### src/rtl/sdram_port_arbiter.sv
// sdram_port_arbiter
//   Shares one SDRAM controller port between the VGA display fetch path
//   (read-only, latency critical) and the host port (read or write). VGA has
//   fixed priority; a streak counter lets the host in after MAX_VGA_STREAK
//   consecutive VGA grants while the host is waiting. A per-transaction
//   watchdog aborts a grant that the SDRAM controller never acknowledges.
//
// Ports
//   iclk_50        in   system clock, rising edge
//   ireset         in   synchronous active-high reset
//   ivga_req       in   VGA read request, held until ovga_ack
//   ivga_address   in   VGA line address
//   ovga_data      out  VGA read line, valid with ovga_ack
//   ovga_ack       out  one-cycle VGA completion pulse
//   ihost_req      in   host request, held until ohost_ack
//   ihost_we       in   host op: 1 = write, 0 = read
//   ihost_address  in   host line address
//   ihost_wdata    in   host write line
//   ohost_rdata    out  host read line, valid with ohost_ack
//   ohost_ack      out  one-cycle host completion pulse
//   oread_req      out  SDRAM read request
//   owrite_req     out  SDRAM write request
//   oaddress       out  SDRAM line address
//   owrite_data    out  SDRAM write line
//   iread_data     in   SDRAM read line, valid with iread_ack
//   iread_ack      in   SDRAM read complete
//   iwrite_ack     in   SDRAM write complete
//   otimeout       out  sticky flag: some transaction was aborted
//
// state  | meaning
// -------+--------------------------------------------------------------
// IDLE   | no transaction; arbitrate between pending requests
// GRANT  | SDRAM request held; waiting for matching ack or watchdog
// DONE   | owner's ack pulse is high; back to IDLE next edge

module sdram_port_arbiter #(
  parameter int ADDR_W         = 22,
  parameter int DATA_W         = 128,
  parameter int MAX_VGA_STREAK = 4,
  parameter int TIMEOUT_CYCLES = 255
) (
  input  logic              iclk_50,
  input  logic              ireset,
  input  logic              ivga_req,
  input  logic [ADDR_W-1:0] ivga_address,
  output logic [DATA_W-1:0] ovga_data,
  output logic              ovga_ack,
  input  logic              ihost_req,
  input  logic              ihost_we,
  input  logic [ADDR_W-1:0] ihost_address,
  input  logic [DATA_W-1:0] ihost_wdata,
  output logic [DATA_W-1:0] ohost_rdata,
  output logic              ohost_ack,
  output logic              oread_req,
  output logic              owrite_req,
  output logic [ADDR_W-1:0] oaddress,
  output logic [DATA_W-1:0] owrite_data,
  input  logic [DATA_W-1:0] iread_data,
  input  logic              iread_ack,
  input  logic              iwrite_ack,
  output logic              otimeout
);

  localparam int STREAK_W = $clog2(MAX_VGA_STREAK + 1);
  localparam int TMO_W    = (TIMEOUT_CYCLES > 2) ? $clog2(TIMEOUT_CYCLES) : 1;

  // Watchdog is a down-counter loaded so that terminal count (zero) is
  // reached on the TIMEOUT_CYCLES-th GRANT edge.
  localparam logic [TMO_W-1:0]    TMO_LOAD   = TMO_W'(TIMEOUT_CYCLES - 1);
  localparam logic [STREAK_W-1:0] STREAK_MAX = STREAK_W'(MAX_VGA_STREAK);

  typedef enum logic [1:0] {
    ST_IDLE,
    ST_GRANT,
    ST_DONE
  } state_t;

  state_t              state;
  logic                owner_host;
  logic                op_write;
  logic [STREAK_W-1:0] streak;
  logic [TMO_W-1:0]    tmo_cnt;

  logic streak_full;
  logic host_win;
  logic vga_win;
  logic xfer_done;
  logic tmo_hit;

  assign streak_full = (streak == STREAK_MAX);
  assign host_win    = ihost_req && (!ivga_req || streak_full);
  assign vga_win     = ivga_req && !host_win;
  // Only the ack matching the issued operation completes it.
  assign xfer_done   = op_write ? iwrite_ack : iread_ack;
  assign tmo_hit     = (tmo_cnt == '0);

  always_ff @(posedge iclk_50) begin
    if (ireset) begin
      state       <= ST_IDLE;
      owner_host  <= 1'b0;
      op_write    <= 1'b0;
      streak      <= '0;
      tmo_cnt     <= '0;
      ovga_data   <= '0;
      ovga_ack    <= 1'b0;
      ohost_rdata <= '0;
      ohost_ack   <= 1'b0;
      oread_req   <= 1'b0;
      owrite_req  <= 1'b0;
      oaddress    <= '0;
      owrite_data <= '0;
      otimeout    <= 1'b0;
    end else begin
      ovga_ack  <= 1'b0;
      ohost_ack <= 1'b0;

      case (state)
        ST_IDLE: begin
          if (!ihost_req) begin
            streak <= '0;
          end
          if (host_win) begin
            owner_host <= 1'b1;
            op_write   <= ihost_we;
            oaddress   <= ihost_address;
            if (ihost_we) begin
              owrite_data <= ihost_wdata;
            end
            oread_req  <= !ihost_we;
            owrite_req <= ihost_we;
            streak     <= '0;
            tmo_cnt    <= TMO_LOAD;
            state      <= ST_GRANT;
          end else if (vga_win) begin
            owner_host <= 1'b0;
            op_write   <= 1'b0;
            oaddress   <= ivga_address;
            oread_req  <= 1'b1;
            owrite_req <= 1'b0;
            if (ihost_req && !streak_full) begin
              streak <= streak + STREAK_W'(1);
            end
            tmo_cnt    <= TMO_LOAD;
            state      <= ST_GRANT;
          end
        end

        ST_GRANT: begin
          if (xfer_done) begin
            oread_req  <= 1'b0;
            owrite_req <= 1'b0;
            // A completed write leaves the host read bus untouched.
            if (!op_write) begin
              if (owner_host) begin
                ohost_rdata <= iread_data;
              end else begin
                ovga_data <= iread_data;
              end
            end
            ohost_ack <= owner_host;
            ovga_ack  <= !owner_host;
            state     <= ST_DONE;
          end else if (tmo_hit) begin
            oread_req  <= 1'b0;
            owrite_req <= 1'b0;
            if (owner_host) begin
              ohost_rdata <= '0;
            end else begin
              ovga_data <= '0;
            end
            otimeout  <= 1'b1;
            ohost_ack <= owner_host;
            ovga_ack  <= !owner_host;
            state     <= ST_DONE;
          end else begin
            tmo_cnt <= tmo_cnt - TMO_W'(1);
          end
        end

        ST_DONE: begin
          state <= ST_IDLE;
        end

        default: begin
          state <= ST_IDLE;
        end
      endcase
    end
  end

endmodule
### config.mk
export PLATFORM = sky130hd
export DESIGN_NAME = sdram_port_arbiter
export DESIGN_NICKNAME = d
export VERILOG_FILES = /design/src/rtl/sdram_port_arbiter.sv
export SDC_FILE = /design/constraint.sdc
export NUM_CORES = 1
export LEC_CHECK = 0
export ABC_AREA = 1
export BUFFER_PORTS_ARGS = -buffer_cell sky130_fd_sc_hd__clkbuf_2
export CORE_AREA = 5 5 279 281
export DETAILED_ROUTE_END_ITERATION = 6
export DIE_AREA = 0 0 284 286
export PLACE_DENSITY_LB_ADDON = 0.15
export SETUP_SLACK_MARGIN = 0.4
export SLEW_MARGIN = 20
export SYNTH_ARGS = -nofsm -noshare
export SYNTH_HDL_FRONTEND = slang
export SYNTH_SLANG_ARGS = --single-unit
### constraint.sdc
create_clock -name iclk_50 -period 3.9 [get_ports iclk_50]
set_input_delay 0.39 -clock iclk_50 [delete_from_list [all_inputs] [get_ports iclk_50]]
set_output_delay 0.39 -clock iclk_50 [all_outputs]
set_load 0.1 [all_outputs]
==> results.md <==
- Synth top area share: 49.1%
- DRC Markers: 0
- Cts bufs inserted: 53
- Sequential area share after synthesis: just under 50%
- Die X-Extent: ~280 microns
- Reg2reg end: ohost_rdata[119]$_SDFFE_PP0P_
- Clk buf depth: 3
- Sink Count: about 430
- Core Box Area: 75200 sq um
- Post-layout total power: 0.0141 W
- # setup viols final: 0
- Final setup margin: 1090 ps
- Crit start category: flop
- Minimum clock period: 2810 ps
- Pre-antenna DRT Iters: 5
- DP Worst Slack: 1100 ps
- Top cells by area, synth: dfxtp_1 49%, nand2_1 16%, a21oi_1 11%
- Register area: 8530 sq um
- Crit-path max FO: 153
- Fillers: 8354
- Syn Std Cell Area: 17400 sq um
- Via Count: 18300
- R2R setup slack: between 1000 and 1500 ps
- Number of I/O pins: 718
- Gpl congestion: about 0.81
- Syn Nets: 2797
- Vias/cell: 4.35
- # port buffers: 717
- Initial Util: between 20% and 30%
- CP startpoint: tmo_cnt[0]$_SDFFE_PP0P_
- Post-DP HPWL: ~53000 microns
- Synth warn: 0
- Avg WL per Cell: 17.8 microns
- Status: complete, no violations
- CP Data Required Time: 4380 ps
- Clock Skew: 13.5 ps
- PostCTS Resize Cnt: 0
- Mapped Avg Cell Area: 6.99 sq um
- H-tree Lvls: 2
- Placed Area: 21700 sq um
- Vias in the first global route: 17800
- CP endpoint: ohost_rdata[119]$_SDFFE_PP0P_
- Max Clock Freq: 356 MHz
- Period utilisation layout: 72.1%
- First-pass GRT wire length: roughly 110000 microns
- Cell taking the most area after synthesis: dfxtp_1
- Final Hold Fails: 0
- Layout cells sized above 1: 26.3%
- Reg clk slew, reported paths: around 60 ps
- Critical path endpoint category: flop
- Worst Tran Pin Value: 1210 ps
- Initial antenna violation count: 5
- Die Footprint: just over 80000 sq um
- Row Count: 101
- Max-Cap Viols: 0
- Worst path arrival time: 3290 ps
- 1st-iter DRT viols: ~900
- Final non-filler cell total: 4217
- Placed cell count: roughly 4000
- Syn-to-layout area delta: 41.2%
- Gr usage total: between 10% and 20%
- WL final: 75100 microns
- Root Buffer: clkbuf_16
- Largest net degree at the start of global routing: 179
- Critical path class: flop to flop
- Setup Buffers After CTS: 0
- Setup TNS Final: 0 ps
- Final Slew Violations: 0
- Multi-input logic area: 7480 sq um
- Fin area: 24600 sq um
- Worst skew pair latency: 590 ps
- Worst r2r src: tmo_cnt[0]$_SDFFE_PP0P_
- Post-CTS Hold Fix Bufs: 110
- VDD IR max: 0.309 mV
- Path depth of the worst reg2reg path: 11
- CTS tree: yes
- ANT nets after route: 0
- RSZ-0062 raised after global routing: false
- Yosys cell types: 25
- Die span in y: roughly 290 microns
- Layout Nets: 3507
- Synth Register Bits: around 430
- Hold Path Class: primary input to flop
- Mapped Cells: 2486
- Leak pwr: 11.7 nW
- Gr ovfl total: 0
- Pwr Density: 576 nW/um^2
- Relative slew slack: 19.0%
## cell usage after synthesis
library cell	instances
inv_1	118
o21ai_0	41
buf_4	29
ha_1	4
nand2_1	743
nand3_2	1
buf_1	23
or2_2	1
clkbuf_1	74
nor2_2	1
a22oi_1	1
a31oi_1	1
a211oi_1	1
nand3_1	239
inv_2	9
o21ai_1	4
nor2_4	2
buf_2	73
o211ai_1	2
nor2_1	310
nand2_2	2
a21oi_1	379
dfxtp_1	426
buf_6	1
nand4_1	1
## report_power, final
group          internal [W]  switching (W)
Clock               0.00307        0.00199
Combinational      0.000802        0.00343
Sequential          0.00467       0.000175
## worst max-delay path, cell delays in order, from the launching register on
cell and delay (ps):
dfxtp_1 320, inv_1 110, ha_1 150, inv_1 30, nor2_1 160, nand3_1 210
nand2_8 320, buf_12 460, buf_4 460, nand3_1 130, nand2_1 120, nor2_1 40
## metal layers
metal  track usage [%]  wire length [microns]
met1              21.7                  32500
met2              29.4                  35500
met3              5.27                   5550
met4              4.06                   1580
met5                 0                      0
## flip-flops by register name (all words and copies together), names as in the netlist, 2 cells and up
register	cells
state	2
oaddress	22
ohost_rdata	128
tmo_cnt	8
streak	3
owrite_data	128
ovga_data	128
## placed cells by master (no fill, tap or decap), drive strengths merged, types with 2 or more instances in the layout
cell / Yosys / layout
bufinv: 0 / 3
clkinvlp: 0 / 2
clkinv: 0 / 6
o211ai: 2 / 2
nand2: 745 / 745
nor2: 313 / 313
o21ai: 45 / 45
dlygate4sd3: 0 / 110
inv: 127 / 129
clkbuf: 74 / 798
a21oi: 379 / 379
buf: 126 / 29
diode: 0 / 3
ha: 4 / 4
nand3: 240 / 240
dfxtp: 426 / 426
## through the flow
step | hold WS, ps | utilization [%]
after global routing | 19.5 | 32.7
after floorplan | 423 | -
after global placement | 455 | 28.8
after CTS | 1.38 | 32.6
final | 47.2 | 32.7
after detailed placement | 454 | 28.8
## worst min path at each step
stage,startpoint,end,slack (ps),cells after the start
floorplan,owner_host$_SDFFE_PP0P_,ovga_ack$_SDFF_PP0_,420,1
global placement,owrite_data[6]$_SDFFE_PP0P_,owrite_data[6]$_SDFFE_PP0P_,450,2
detailed placement,oaddress[17]$_SDFFE_PP0P_,oaddress[17]$_SDFFE_PP0P_,450,2
CTS,ihost_wdata[65],owrite_data[65]$_SDFFE_PP0P_,1,3
global route,ihost_wdata[65],owrite_data[65]$_SDFFE_PP0P_,20,3
finish,ihost_wdata[105],owrite_data[105]$_SDFFE_PP0P_,50,3
## cell type report
class / count / area share (%)
Multi-Input combinational cell: 1733 / 30.4
Tap cell: 978 / 4.98
Antenna cell: 3 / 0.0306
Clock inverter: 13 / 0.622
Clock buffer: 82 / 6.67
Inverter: 127 / 1.98
Sequential cell: 426 / 34.7
Timing Repair Buffer: 855 / 20.5
## cells by family (layout without fill, tap and decap cells)
group / count (synthesis) / count (layout) / share of synthesized area, %
AOI/OAI and AO/OA: 429 / 429 / 12.4
adders and majority gates: 4 / 4 / 0.288
buffers and inverters: 327 / 1077 / 8.26
DFF: 426 / 426 / 49.1
other: 0 / 3 / 0
and+or+nand+nor: 1300 / 1300 / 30.0
Note: power is estimated with default switching activity, not from simulation.
